==> src/rtl/keccak_pad_pkg.sv <==
// Shared constants and state type for the Keccak pad10*1 front end.
// Build option: define KECCAK_PAD_SHA3_EN to use the SHA-3 domain suffix 0x06 as the first pad byte.
package pkg_keccak;

  localparam int         RATE_WORDS = 16;
  localparam logic [3:0] LAST_LANE  = 4'(RATE_WORDS - 1);
  localparam logic [3:0] PRE_LAST   = 4'(RATE_WORDS - 2);

`ifdef KECCAK_PAD_SHA3_EN
  localparam logic [7:0] PAD_FIRST = 8'h06;
`else
  localparam logic [7:0] PAD_FIRST = 8'h01;
`endif

  localparam logic [7:0] PAD_LAST = 8'h80;

  typedef enum logic [2:0] {
    IDLE   = 3'd0,
    ABSORB = 3'd1,
    PAD    = 3'd2,
    ZERO   = 3'd3,
    FINAL  = 3'd4,
    LAST   = 3'd5
  } pad_state_t;

  // Byte counts above a full lane are treated as a full lane.
  function automatic logic [3:0] clamp_bytes(input logic [3:0] n);
    return (n > 4'd8) ? 4'd8 : n;
  endfunction

endpackage

==> src/rtl/keccak_pad_word.sv <==
// Combinational lane former: keeps bytes below n, inserts the first pad byte at n,
// and ORs the closing pad bit into byte 7 on the last lane of a block.
module keccak_pad_word
  import pkg_keccak::*;
(
  input  logic [63:0] msg,
  input  logic [3:0]  n,
  input  logic        last_lane,
  output logic [63:0] word
);

  always_comb begin
    word = 64'd0;
    for (int k = 0; k < 8; k++) begin
      if (4'(k) < n) begin
        word[8*k +: 8] = msg[8*k +: 8];
      end else if (4'(k) == n) begin
        word[8*k +: 8] = PAD_FIRST;
      end else begin
        word[8*k +: 8] = 8'h00;
      end
    end
    word[63:56] = word[63:56] | ({8{last_lane}} & PAD_LAST);
  end

endmodule

==> src/rtl/keccak_pad.sv <==
// pad10*1 stream padder for a 1024-bit-rate Keccak core (16 lanes of 64 bits).
// Build option: KECCAK_PAD_SHA3_EN selects the SHA-3 first pad byte (see pkg_keccak).
module keccak_pad
  import pkg_keccak::*;
(
  input  logic        Clock,
  input  logic        Reset,
  input  logic [63:0] Msg_in,
  input  logic        Msg_valid,
  input  logic        Msg_last,
  input  logic [3:0]  Msg_bytes,
  output logic        Msg_ready,
  output logic        Start,
  output logic [63:0] Din,
  output logic        Din_valid,
  output logic        Last_block,
  input  logic        Buffer_full,
  input  logic        Ready
);

  pad_state_t  state;
  pad_state_t  next_state;
  logic [3:0]  cnt;
  logic [3:0]  msg_n;
  logic [63:0] word_msg;
  logic [3:0]  word_n;
  logic        word_last;
  logic [63:0] padded;

  assign msg_n = clamp_bytes(Msg_bytes);

  keccak_pad_word u_word (
    .msg       (word_msg),
    .n         (word_n),
    .last_lane (word_last),
    .word      (padded)
  );

  always_ff @(posedge Clock) begin
    if (Reset) begin
      state <= IDLE;
    end else begin
      state <= next_state;
    end
  end

  // Lane counter advances on every accepted Din word and wraps at the block end.
  always_ff @(posedge Clock) begin
    if (Reset) begin
      cnt <= 4'd0;
    end else if (Start) begin
      cnt <= 4'd0;
    end else if (Din_valid) begin
      cnt <= cnt + 4'd1;
    end else begin
      cnt <= cnt;
    end
  end

  always_comb begin
    next_state = state;
    Msg_ready  = 1'b0;
    Start      = 1'b0;
    Din        = 64'd0;
    Din_valid  = 1'b0;
    Last_block = 1'b0;
    word_msg   = 64'd0;
    word_n     = 4'd8;
    word_last  = 1'b0;

    case (state)
      IDLE: begin
        if (Msg_valid && Ready) begin
          Start      = 1'b1;
          next_state = ABSORB;
        end
      end
      ABSORB: begin
        Msg_ready = ~Buffer_full;
        Din_valid = Msg_valid & ~Buffer_full;
        word_msg  = Msg_in;
        if (Msg_last) begin
          word_n    = msg_n;
          word_last = (msg_n != 4'd8) && (cnt == LAST_LANE);
        end
        Din = padded;
        if (Din_valid && Msg_last) begin
          if (msg_n == 4'd8) begin
            next_state = PAD;
          end else if (cnt == LAST_LANE) begin
            next_state = LAST;
          end else begin
            next_state = ZERO;
          end
        end
      end
      PAD: begin
        Din_valid = ~Buffer_full;
        word_n    = 4'd0;
        word_last = (cnt == LAST_LANE);
        Din       = padded;
        if (Din_valid) begin
          next_state = (cnt == LAST_LANE) ? LAST : ZERO;
        end
      end
      ZERO: begin
        // Pad landed on lane 14: lane 15 still needs the closing bit, nothing to zero-fill.
        if (cnt == LAST_LANE) begin
          next_state = FINAL;
        end else begin
          Din_valid = ~Buffer_full;
          if (Din_valid && (cnt == PRE_LAST)) begin
            next_state = FINAL;
          end
        end
      end
      FINAL: begin
        Din_valid = ~Buffer_full;
        word_last = 1'b1;
        word_n    = 4'd8;
        Din       = padded;
        if (Din_valid) begin
          next_state = LAST;
        end
      end
      LAST: begin
        if (Ready && !Buffer_full) begin
          Last_block = 1'b1;
          next_state = IDLE;
        end
      end
      default: begin
        next_state = IDLE;
      end
    endcase

    if (Reset) begin
      next_state = IDLE;
      Msg_ready  = 1'b0;
      Start      = 1'b0;
      Din        = 64'd0;
      Din_valid  = 1'b0;
      Last_block = 1'b0;
    end
  end

endmodule

==> config.mk <==
export PLATFORM = sky130hd
export DESIGN_NAME = keccak_pad
export DESIGN_NICKNAME = d
export VERILOG_FILES = /design/src/rtl/keccak_pad_pkg.sv /design/src/rtl/keccak_pad_word.sv /design/src/rtl/keccak_pad.sv
export SDC_FILE = /design/constraint.sdc
export NUM_CORES = 1
export LEC_CHECK = 0
export CAP_MARGIN = 20
export CORE_MARGIN = 2
export CORE_UTILIZATION = 28
export DETAILED_ROUTE_END_ITERATION = 12
export PLACE_DENSITY = 0.81
export SETUP_SLACK_MARGIN = 0.2
export SYNTH_ARGS = -nofsm -noshare
export SYNTH_HDL_FRONTEND = slang
export SYNTH_SLANG_ARGS = --single-unit
==> constraint.sdc <==
create_clock -name Clock -period 1.8 [get_ports Clock]
set_input_delay 0.18 -clock Clock [delete_from_list [all_inputs] [get_ports Clock]]
set_output_delay 0.18 -clock Clock [all_outputs]
set_load 0.01 [all_outputs]
==> impl_metrics.ini <==
[outcome]
status = finished, violations left
violations = setup timing

[timing]
hold_viol_final = 0
worst_pin_slew_ns = 0.532
fin_crit_sh_pct = 120
finalCriticalPeriod_ns = 2.15
max_freq_mhz = 465
finalSetupViolations = 66
setup_ws_ns = -0.352
tns_ns = -15.90
fin_worst_skew_ns = 0.00341
rsz0062_at_grt = true
slew_headroom_pct = 64.5
slew_violations = 0

[die]
design.die.area_um2 = 5190
rows = 24
start_util_pct = 29.4
core_area_um2 = 4410
die_w_um = 72.1
io_pins = 142
die_h_um = 72.1

[critical_path]
worstSetupPathType = input pin to output port
worst-endpoint-required_ns = 1.62
cp.arrival_ns = 1.97
worstPathMaxFanout = 6
start_kind = input pin
end_kind = output port

[synthesis]
ys_ff_latch = 7
synth_edf_count = 0
async_flop_share_pct = 0
yosysSeqAreaShare_pct = 10.8
synthFlopType = dfxtp_1
syn-cell-area_um2 = 1300
syn-num-nets = 270
yosysWarnings = 0
avgSynthCellArea_um2 = 6.69
synth.distinct_cells = 49
netlist_instances = 194

[pwr]
p_per_area_nw_per_um2 = 365
power_leakage_nw = 1.81
total_power_w = 0.00141
ir_worst_vdd_uv = 360

[route]
via_per_inst = 5.82
final_antenna_net_count = 0
wirelength_um = 10600
drc = 0
first_pass_iters = 8
num_vias = 2760
post_drt_wl_per_cell_um = 22.3
drt_iter0_drc = 233

[clocking]
clockBufferDepth = 2
clockRootBuffer = clkbuf_8
cts_sinks = 7
clock_latency_ns = 0.23
cts.clk_slew.worst_paths_ns = 0.04
cts_buffers = 3
htree_levels = 1
cts_tree = done
holdBufCountCts = 0

[job]
cap_violations = 0

[grt]
grt_use_total_pct = 27.7
grt_pass1_vias = 2366
gr-total-overflow = 0
grt_max_degree = 15
antenna_found_initial = 0
grt_pass1_wl_um = 11400

[finish]
final_common_cell = clkdlybuf4s50_1
syn2layout_area_growth_pct = 198
design_area_um2 = 3870
final_cell_mix = clkdlybuf4s50_1, buf_4, buf_2
utilization_pct = 87.7
drive_above_1_share_pct = 59.0
nNetsFinal = 499
antenna_cells = 0

[placement]
placed_area_um2 = 3110
portBuffers = 141
gp_congestion = 0.874
place_ws_ns = -0.701
dp_hpwl_um = 5170

[hold_path]
min-delay-path-class = register to register
[synthesized netlist by cell type, types with 2 or more instances]
master | instances | area [um2]
a211oi_1 | 4 | 30.0
a21oi_1 | 11 | 55.1
a21oi_2 | 5 | 43.8
a22oi_1 | 3 | 22.5
a31oi_1 | 3 | 18.8
and2_1 | 56 | 350
and3_1 | 3 | 18.8
buf_2 | 2 | 10.0
clkbuf_1 | 4 | 15.0
dfxtp_1 | 7 | 140
ha_1 | 2 | 25.0
inv_1 | 4 | 15.0
mux2i_1 | 2 | 20.0
nand2_1 | 16 | 60.1
nand2b_1 | 4 | 25.0
nand3_1 | 9 | 45.0
nand4_1 | 4 | 25.0
nor2_1 | 15 | 56.3
nor3_1 | 4 | 20.0
nor3b_1 | 3 | 22.5
o211ai_1 | 2 | 15.0
o21ai_0 | 3 | 15.0
o31ai_1 | 2 | 15.0
[power by group]
part	total (W)	switching [W]	internal, W	leakage [nW]
Clock	0.000231	0.0000773	0.000154	0.0228
Sequential	0.000174	0.0000128	0.000161	0.0602
Combinational	0.00101	0.000442	0.000566	1.73
[worst max-delay path, cell delays in order]
cell             delay, ns
clkdlybuf4s50_1       0.51
nor2_1                0.32
nor2_2                0.12
buf_4                 0.17
nor3_4                0.22
nor2_4                0.09
buf_6                 0.12
and2_4                0.13
buf_6                 0.11
[metrics by stage]
step / hold slack, ns / std cells
after floorplan: 0.409 / 194
after global placement: 0.552 / 423
after detailed placement: 0.556 / 423
after CTS: 0.592 / 449
after global routing: 0.649 / 474
final: 0.640 / 474
[state kept, by name (all words and copies together), names as in the netlist]
name	cells
state	3
cnt	4
[cell type report]
cell class	count	area (um2)
inverters	5	18.8
repair buffers	232	2040
fillers	203	542
clock buffers	4	45.0
flip-flops and latches	7	156
well taps	52	65.1
multi-input cells	174	1540
[layer usage]
metal,GRT usage (%),up-vias,share of wire [%]
met5,0,-,0
met4,11.7,0,8.6
met3,6.67,95,10
met2,52.5,255,49
met1,28.7,1265,32
li1,-,1145,-
[cells by family (layout without fill, tap and decap cells)]
kind of cell               after synthesis  in the layout  synth area share, %
and+or+nand+nor                        123            123                 54.9
AOI/OAI and AO/OA                       44             44                 23.8
buffers and inverters                   13            241                 4.82
DFF                                      7              7                 10.8
muxes                                    3              3                 2.41
adders and majority gates                2              2                 1.93
xor gates and xnor gates                 2              2                 1.35
[final timing paths]
kind / from / to / slack [ns] / cells after the start
max: Msg_bytes[1] / Din[2] / -0.35 / 9
min: cnt[2] / cnt[2] / 0.64 / 2
max reg2reg: state[0] / state[2] / -0.25 / 9
min reg2reg: cnt[2] / cnt[2] / 0.64 / 2
[what timing repair did]
action                                  CTS  global route
endpoints found under the hold margin     0             0
resized for setup                       365            65
setup buffers                            21            24
gates cloned                              1             1
endpoints found under the setup margin   72            75
pin swaps                                49            44
(Power assumes the default switching activity.)
